===== config.mk =====
export PLATFORM = sky130hd
export DESIGN_NAME = seq_divider
export DESIGN_NICKNAME = d
export VERILOG_FILES = /design/src/rtl/seq_div_pkg.sv /design/src/rtl/div_step.sv /design/src/rtl/seq_divider.sv
export SDC_FILE = /design/constraint.sdc
export NUM_CORES = 1
export LEC_CHECK = 0
export CAP_MARGIN = 0
export CORE_MARGIN = 2
export CORE_UTILIZATION = 42
export CTS_BUF_LIST = sky130_fd_sc_hd__clkbuf_4
export DETAILED_ROUTE_END_ITERATION = 8
export HOLD_SLACK_MARGIN = 0.15
export PLACE_DENSITY_LB_ADDON = 0.2
export SYNTH_ARGS = -nofsm -noshare
export SYNTH_HDL_FRONTEND = slang
export SYNTH_SLANG_ARGS = --single-unit

===== constraint.sdc =====
create_clock -name clk -period 5.3 [get_ports clk]
set_clock_uncertainty 0.2 [all_clocks]
set_input_delay 0.795 -clock clk [delete_from_list [all_inputs] [get_ports clk]]
set_output_delay 0.795 -clock clk [all_outputs]
set_load 0.02 [all_outputs]

===== src/rtl/seq_div_pkg.sv =====
`default_nettype none
// ============================================================================
// Module      : seq_div_pkg
// Description : Shared definitions for the sequential restoring divider:
//               FSM state encoding and default operand widths.
// Ports       : none (package)
// Revision    : 1.0 - initial release
// ============================================================================
package seq_div_pkg;

    localparam int DVD_W_DEF = 8;   // dividend / quotient width
    localparam int DVS_W_DEF = 4;   // divisor / remainder width

    typedef enum logic [1:0] {
        IDLE = 2'd0,
        RUN  = 2'd1,
        DONE = 2'd2
    } state_t;

endpackage : seq_div_pkg
`default_nettype wire


===== src/rtl/div_step.sv =====
`default_nettype none
// ============================================================================
// Module      : div_step
// Description : One restoring-division step. Subtracts the divisor from the
//               shifted partial remainder with a ripple chain of full-adder
//               cells (minuend + ~subtrahend + 1). The final carry-out is the
//               no-borrow flag, which is also the quotient bit.
// Ports       : i_minuend    - shifted partial remainder (WIDTH bits)
//               i_subtrahend - zero-extended divisor     (WIDTH bits)
//               o_diff       - i_minuend - i_subtrahend  (WIDTH bits)
//               o_no_borrow  - 1 when i_minuend >= i_subtrahend
// Revision    : 1.0 - initial release
// ============================================================================
module div_step
    import seq_div_pkg::*;
#(
    parameter int WIDTH = DVS_W_DEF + 1
) (
    input  logic [WIDTH-1:0] i_minuend,
    input  logic [WIDTH-1:0] i_subtrahend,
    output logic [WIDTH-1:0] o_diff,
    output logic             o_no_borrow
);

    // Carry-in of 1 completes the two's-complement negation of the subtrahend.
    logic [WIDTH:0] w_carry;
    assign w_carry[0] = 1'b1;

    for (genvar i = 0; i < WIDTH; i++) begin : g_fa
        logic w_b_inv;
        logic w_p;
        assign w_b_inv        = ~i_subtrahend[i];
        assign w_p            = i_minuend[i] ^ w_b_inv;
        assign o_diff[i]      = w_p ^ w_carry[i];
        assign w_carry[i + 1] = (i_minuend[i] & w_b_inv) | (w_carry[i] & w_p);
    end

    assign o_no_borrow = w_carry[WIDTH];

endmodule : div_step
`default_nettype wire


===== src/rtl/seq_divider.sv =====
`default_nettype none
// ============================================================================
// Module      : seq_divider
// Description : Unsigned sequential restoring divider, one quotient bit per
//               clock, MSB first. Divide-by-zero completes immediately with
//               quotient all ones and remainder = low dividend bits.
// Ports       : clk       - clock, rising edge
//               rst_n     - asynchronous active-low reset
//               start     - division request, sampled only in IDLE
//               dividend  - unsigned dividend  (DVD_W)
//               divisor   - unsigned divisor   (DVS_W)
//               quotient  - registered quotient  (DVD_W)
//               remainder - registered remainder (DVS_W)
//               busy      - high while an operation is in flight
//               done      - one-cycle result-valid pulse
//               div_zero  - high with done when divisor was zero
// Revision    : 1.0 - initial release
// ============================================================================
module seq_divider
    import seq_div_pkg::*;
#(
    parameter int DVD_W = DVD_W_DEF,
    parameter int DVS_W = DVS_W_DEF
) (
    input  logic             clk,
    input  logic             rst_n,
    input  logic             start,
    input  logic [DVD_W-1:0] dividend,
    input  logic [DVS_W-1:0] divisor,
    output logic [DVD_W-1:0] quotient,
    output logic [DVS_W-1:0] remainder,
    output logic             busy,
    output logic             done,
    output logic             div_zero
);

    localparam int                 C_CNT_W    = (DVD_W > 1) ? $clog2(DVD_W) : 1;
    localparam logic [C_CNT_W-1:0] C_CNT_LAST = C_CNT_W'(DVD_W - 1);

    state_t             r_state;
    // Dividend bits leave at the top while quotient bits enter at the bottom,
    // so after DVD_W steps this register holds the quotient.
    logic [DVD_W-1:0]   r_dvd;
    logic [DVS_W-1:0]   r_dvs;
    logic [DVS_W-1:0]   r_prem;
    logic [C_CNT_W-1:0] r_cnt;
    logic               r_zero;

    logic [DVS_W:0]     w_shifted;
    logic [DVS_W:0]     w_diff;
    logic [DVS_W:0]     w_next_prem;
    logic               w_qbit;
    logic               w_unused;

    assign w_shifted = {r_prem, r_dvd[DVD_W-1]};

    div_step #(
        .WIDTH (DVS_W + 1)
    ) u_step (
        .i_minuend    (w_shifted),
        .i_subtrahend ({1'b0, r_dvs}),
        .o_diff       (w_diff),
        .o_no_borrow  (w_qbit)
    );

    // Restore on borrow. The kept remainder is always below the divisor, so
    // its top bit is structurally zero and only DVS_W bits are stored.
    assign w_next_prem = w_qbit ? w_diff : w_shifted;
    assign w_unused    = w_next_prem[DVS_W];

    always_ff @(posedge clk or negedge rst_n) begin
        if (!rst_n) begin
            r_state   <= IDLE;
            r_dvd     <= '0;
            r_dvs     <= '0;
            r_prem    <= '0;
            r_cnt     <= '0;
            r_zero    <= 1'b0;
            quotient  <= '0;
            remainder <= '0;
            busy      <= 1'b0;
            done      <= 1'b0;
            div_zero  <= 1'b0;
        end else begin
            // Status outputs are registered from the current state, so they
            // trail the state by one clock.
            busy <= (r_state != IDLE);
            done <= (r_state == DONE);

            case (r_state)
                IDLE: begin
                    if (start) begin
                        r_dvd   <= dividend;
                        r_dvs   <= divisor;
                        r_prem  <= '0;
                        r_cnt   <= C_CNT_LAST;
                        r_zero  <= (divisor == '0);
                        r_state <= (divisor == '0) ? DONE : RUN;
                    end
                end

                RUN: begin
                    r_dvd  <= {r_dvd[DVD_W-2:0], w_qbit};
                    r_prem <= w_next_prem[DVS_W-1:0];
                    if (r_cnt == '0) begin
                        quotient  <= {r_dvd[DVD_W-2:0], w_qbit};
                        remainder <= w_next_prem[DVS_W-1:0];
                        r_state   <= DONE;
                    end else begin
                        r_cnt <= r_cnt - C_CNT_W'(1);
                    end
                end

                DONE: begin
                    div_zero <= r_zero;
                    if (r_zero) begin
                        quotient  <= '1;
                        remainder <= r_dvd[DVS_W-1:0];
                    end
                    r_state <= IDLE;
                end

                default: r_state <= IDLE;
            endcase
        end
    end

endmodule : seq_divider
`default_nettype wire

==> reports/metrics.cfg, run 1 <==
[status]
outcome=complete, no violations

[final_layout]
utilization_pct=52.9
area_growth_pct=19.3
final-instance-count-excl-fill=251
drive_gt1_share_pct=11.4
antennaDiodeCount=0
nets=221
nFillCells=366

[detailed_routing]
drc_errors=0
drt_wl_total_um=3750
ant_nets=0
first_pass_iters=4
vias=1318
avgRoutedWirePerCell_um=14.9
viasPerCell=5.25
drt_iter0_markers=61

[synth]
synth_cells=172
synth-compound-area-share_pct=16.9
yosysSeqAreaShare_pct=51.5
yosys_register_bits=37
syn_avg_cell_area_um2=10.5
synth_xor_area_share_pct=0
synth_top_family_by_area=simple AND/OR/NAND/NOR gates
synthSimpleGateAreaFrac_pct=19.5
synth_area_mm2=0.00180
synth_cell_types=34
synthAdderAreaFrac_pct=5.42
synthMuxAreaShare_pct=0
yosysWarnings=0
syn-num-nets=193

[critical_path]
timing.rr.end=remainder[2]
crit_end=remainder[2]
cp_num_buf_inv=3
cp.depth=10
crit_family=adder cells
crit_path_end_kind=register
setup.worst_path.class=register to register
crit_fanout=10
required_ns=5.34
critical_path.max_stage_delay_ns=0.45
cp-start-kind=register
rr_startpoint=r_dvd[7]
startpoint=r_dvd[7]
rr_worst_depth=10
cp.arrival_ns=2.80
cp_cell_sequence=inv_1, ha_1, inv_1, fa_1, inv_1, fa_1, fa_1, nand2b_1, a211oi_1, o31a_1
crit_slowest_cell=fa_1
r2r_setup_slack_ns=2.53

[grt]
use_met2_pct=27.1
met1_usage_pct=20.9
grt_usage_pct=16.5
grt_pass1_wl_um=6240
antenna_found_initial=0
grt_util_met3_pct=4.80
grt_max_degree=38
grt_pass1_vias=1353
gr-max-usage-layer=met2
grt.overflow.total=0

[clock_tree]
ctsResizeCount=0
cts_made_buffers=5
root_buffer=clkbuf_4
tritoncts=built
hold_buffers=0
htree_levels=2
cts_buffer_depth=2
cts_sinks=37
worstSkewPairLatency_ns=0.35
post-cts-setup-buffer-count=0
clkTransAtPathRegs_ns=0.11

[sta]
rsz0062_at_grt=no
setup_violations=0
slew_headroom_pct=33.6
whs_ns=0.274
fin_ws_ns=2.53
fmax_mhz=361
slew_viol_final=0
tightest_slew_ns=0.995
hold_violations=0
fin_crit_sh_pct=52.2
post-route-min-period_ns=2.77
fin_tns_setup_ns=0

[die]
initial_core_util_pct=44.3
core_area_mm2=0.00406
dieHeight_um=69.5
die_w_um=69.5
io_pins=30
row_count=23
die-area_mm2=0.00482

[power_and_ir_drop]
ir_worst_vdd_uv=324
power_density_mw_per_mm2=649
p_leak_nw=0.970

[run]
cap_violations=0

[placement]
place_hpwl_um=2730
dp.cells=243
place.gp.congestion=0.874
dpl_worst_slack_ns=2.59
numPortBuffers=29

[worst_hold_path]
hp-class=register to register

[area by class of cell]
| cell class | instances | area [µm²] | area share (%) |
|---|---|---|---|
| Clock buffer | 5 | 37.5 | 1.75 |
| Inverter | 14 | 52.6 | 2.45 |
| Timing Repair Buffer | 30 | 298 | 13.9 |
| Tap cell | 50 | 62.6 | 2.92 |
| Clock inverter | 3 | 17.5 | 0.816 |
| Multi-Input combinational cell | 112 | 752 | 35.0 |
| Sequential cell | 37 | 926 | 43.1 |
[routing by layer]
metal  vias to the layer above  routed length, µm
met5                         -                  0
met4                         0                 56
met3                         6                144
met2                        27               1790
met1                       637               1760
li1                        648                  -
[through the flow]
| stage | total power, mW | instance area [µm²] |
|---|---|---|
| floorplan | 1.04 | 1800 |
| finish | 1.39 | 2150 |
| CTS | 1.41 | 2150 |
| global route | 1.51 | 2150 |
| detailed placement | 1.26 | 2090 |
| global placement | 1.22 | 2090 |
[power by group]
group,internal [mW],leakage [nW],switching [mW]
Clock,0.0500,0.0310,0.0952
Sequential,0.417,0.441,0.108
Combinational,0.328,0.498,0.395
[cell usage after synthesis, drive strengths merged]
master	count	area share (%)
a211oi	5	2.1
a21oi	5	1.4
a22oi	1	0.70
a2bb2oi	2	0.97
a31o	1	0.49
a31oi	7	2.4
a32oi	1	0.49
and2	2	0.83
and3b	3	1.5
buf	8	3.6
clkbuf	1	0.21
dfrtp	37	51
fa	3	3.3
ha	3	2.1
inv	14	2.9
nand2	30	6.4
nand2b	4	1.4
nand3	8	3.3
nand3b	3	1.3
nor2	10	2.1
nor3	1	0.28
nor3b	3	1.5
o21ai	6	2.7
o22a	8	3.9
o31a	1	0.49
o31ai	3	1.3
or3b	1	0.49
or4	1	0.42
[state kept, by name, summed over array words and instances (netlist names)]
name,flops
busy,1
div_zero,1
done,1
quotient,8
r_cnt,3
r_dvd,8
r_dvs,4
r_prem,4
r_state,2
r_zero,1
remainder,4
[worst reg2reg max path, delay by kind of cell (launching register included)]
family / cells / cell delay [ns]
buffers and inverters: 3 / 0.18
and+or+nand+nor: 1 / 0.31
adders and majority gates: 4 / 1.18
DFF: 1 / 0.38
AOI/OAI and AO/OA: 2 / 0.41
[worst min path at each step]
stage / start / endpoint / slack [ns] / cells after the start
after floorplan: r_cnt[0] / r_cnt[0] / 0.24 / 1
after global placement: r_cnt[0] / r_cnt[0] / 0.26 / 1
after detailed placement: r_cnt[0] / r_cnt[0] / 0.26 / 1
after CTS: r_cnt[0] / r_cnt[0] / 0.28 / 1
after global routing: r_cnt[0] / r_cnt[0] / 0.30 / 1
final: r_cnt[0] / r_cnt[0] / 0.27 / 1
[cell usage in the layout, fill, tap and decap left out, drive strengths merged, types with 4 or more instances in the layout]
cell / count
a21oi: 5
clkdlybuf4s50: 29
inv: 14
o21ai: 6
o22a: 8
dfrtp: 37
a31oi: 7
clkbuf: 5
nor2: 10
a211oi: 5
nand3: 8
nand2b: 4
nand2: 30
[cell families after synthesis]
family | count (synthesis)
compound gates | 40
flops | 37
simple gates | 66
fa+ha+maj | 6
buf+inv | 23
Power figures use the tool's default switching activity.
==> inputs of run 2 (changes only) <==
clock period = 2.6 ns   (was 5.3 ns; I/O delays follow)
==> reports/metrics.cfg, run 2 (synthesized netlist as in run 1, its figures left out) <==
[status]
outcome=complete, no violations

[final_layout]
antennaDiodeCount=0
drive_gt1_share_pct=17.8
final-instance-count-excl-fill=258
top_regs=quotient x8, r_dvd x8
final_cell_mix=dfrtp_1, nand2_1, clkdlybuf4s50_1
nFillCells=350
layout_commonest_cell=dfrtp_1
nets=228
utilization_pct=55.0
area_growth_pct=24.0

[grt]
antenna_found_initial=0
grt_pass1_wl_um=6680
grt_pass1_vias=1358
grt.overflow.total=0
grt_usage_pct=17.6
grt_max_degree=38

[placement]
place.gp.congestion=0.839
dp.cells=249
place_hpwl_um=2830
numPortBuffers=29

[detailed_routing]
viasPerCell=5.32
drt_wl_total_um=3970
vias=1373
drc_errors=0
drt_iter0_markers=89
first_pass_iters=4
ant_nets=0
avgRoutedWirePerCell_um=15.4

[die]
row_count=23
die_w_um=69.5
dieHeight_um=69.5
initial_core_util_pct=44.3
core_area_mm2=0.00406
die-area_mm2=0.00482
io_pins=30

[critical_path]
cp.arrival_ns=2.56
rr_startpoint=r_dvd[7]
cp_cell_sequence=inv_1, ha_1, inv_1, fa_1, inv_1, fa_2, fa_2, nand2b_4, a211oi_1, o31a_1
timing.rr.end=remainder[2]
cp-start-kind=register
r2r_setup_slack_ns=0.07
worst_path_most_repeated_cell=inv_1
required_ns=2.63
critical_path.max_stage_delay_ns=0.42
setup.worst_path.class=register to register
crit_path_end_kind=register
crit_fanout=9
crit_slowest_cell=fa_2
rr_worst_depth=10

[clock_tree]
worstSkewPairLatency_ns=0.34
root_buffer=clkbuf_4
cts_made_buffers=5
tritoncts=built
hold_buffers=0
cts_buffer_depth=2
clkTransAtPathRegs_ns=0.11
cts_sinks=37
htree_levels=2

[power_and_ir_drop]
p_leak_nw=1.02
power_density_mw_per_mm2=1360
ir_worst_vdd_uv=609

[worst_hold_path]
hp-class=input pin to async pin

[sta]
hold_violations=0
whs_ns=0.246
fmax_mhz=396
slew_headroom_pct=57.2
slew_viol_final=0
setup_violations=0
fin_crit_sh_pct=97.2
tightest_slew_ns=0.642
fin_tns_setup_ns=0
post-route-min-period_ns=2.53

[run]
cap_violations=0

-- run 2: cell types whose count changed in the layout (fill, tap and decap cells not counted) --
| cell | previous run | this run |
|---|---|---|
| a211oi_2 | 0 | 3 |
| fa_1 | 3 | 1 |
| buf_4 | 1 | 8 |
| nor3b_2 | 1 | 2 |
| clkbuf_4 | 5 | 6 |
| a211oi_1 | 5 | 2 |
| nor3b_1 | 2 | 1 |
| nand2b_1 | 4 | 3 |
| nand2b_4 | 0 | 1 |
| fa_2 | 0 | 2 |
| clkinvlp_4 | 1 | 0 |
-- run 2: cell type report --
cell class                 count  area [µm²]  share of cell area, %
sequential                    37         926                   41.5
inverter                      14        52.6                   2.36
clock buffer                   6        45.0                   2.02
multi-input combinational    112         785                   35.2
clock inverter                 2        10.0                  0.449
tap                           50        62.6                   2.80
timing repair buffer          37         350                   15.7
-- run 2: worst max path at each step --
stage             start           end  slack, ns
2_1_floorplan  r_dvd[7]  remainder[2]       0.11
3_3_place_gp   r_dvd[7]  remainder[2]       0.04
3_5_place_dp   r_dvd[7]  remainder[2]      -0.06
4_1_cts        r_dvd[7]  remainder[3]       0.05
5_1_grt        r_dvd[7]  remainder[2]      -0.02
6_report       r_dvd[7]  remainder[2]       0.07
-- run 2: critical path: cells and delay by family, from the launching register on --
family	cells	cell delay (ns)
adders and majority gates	4	1.11
DFF	1	0.39
AOI/OAI and AO/OA	2	0.38
buffers and inverters	3	0.17
and+or+nand+nor	1	0.16
-- run 2: timing repair --
action,4_1_cts,5_1_grt
gates cloned,0,0
pin swaps,1,3
resized for setup,2,6
endpoints found under the setup margin,5,5
setup buffers,0,1
-- run 2: layer usage --
layer | vias to the layer above | wire length (µm) | GRT usage, %
met1 | 667 | 1750 | 23.2
met5 | - | 0 | 0
met2 | 38 | 1970 | 28.2
met3 | 4 | 199 | 4.94
li1 | 664 | - | -
met4 | 0 | 44 | 5.23
-- run 2: power breakdown --
group          switching [mW]  internal [mW]  leakage, nW
registers               0.227          0.851        0.441
logic                   0.874          0.785        0.539
clock network           0.188          0.113       0.0354
total                    1.29           1.75         1.02
-- run 2: per-stage QoR --
step	power, mW	setup WS, ns	cell area [µm²]
global route	3.29	-0.0175	2230
finish	3.04	0.0717	2230
detailed placement	2.63	-0.0599	2140
floorplan	2.12	0.112	1800
global placement	2.56	0.0426	2140
CTS	2.95	0.0457	2200
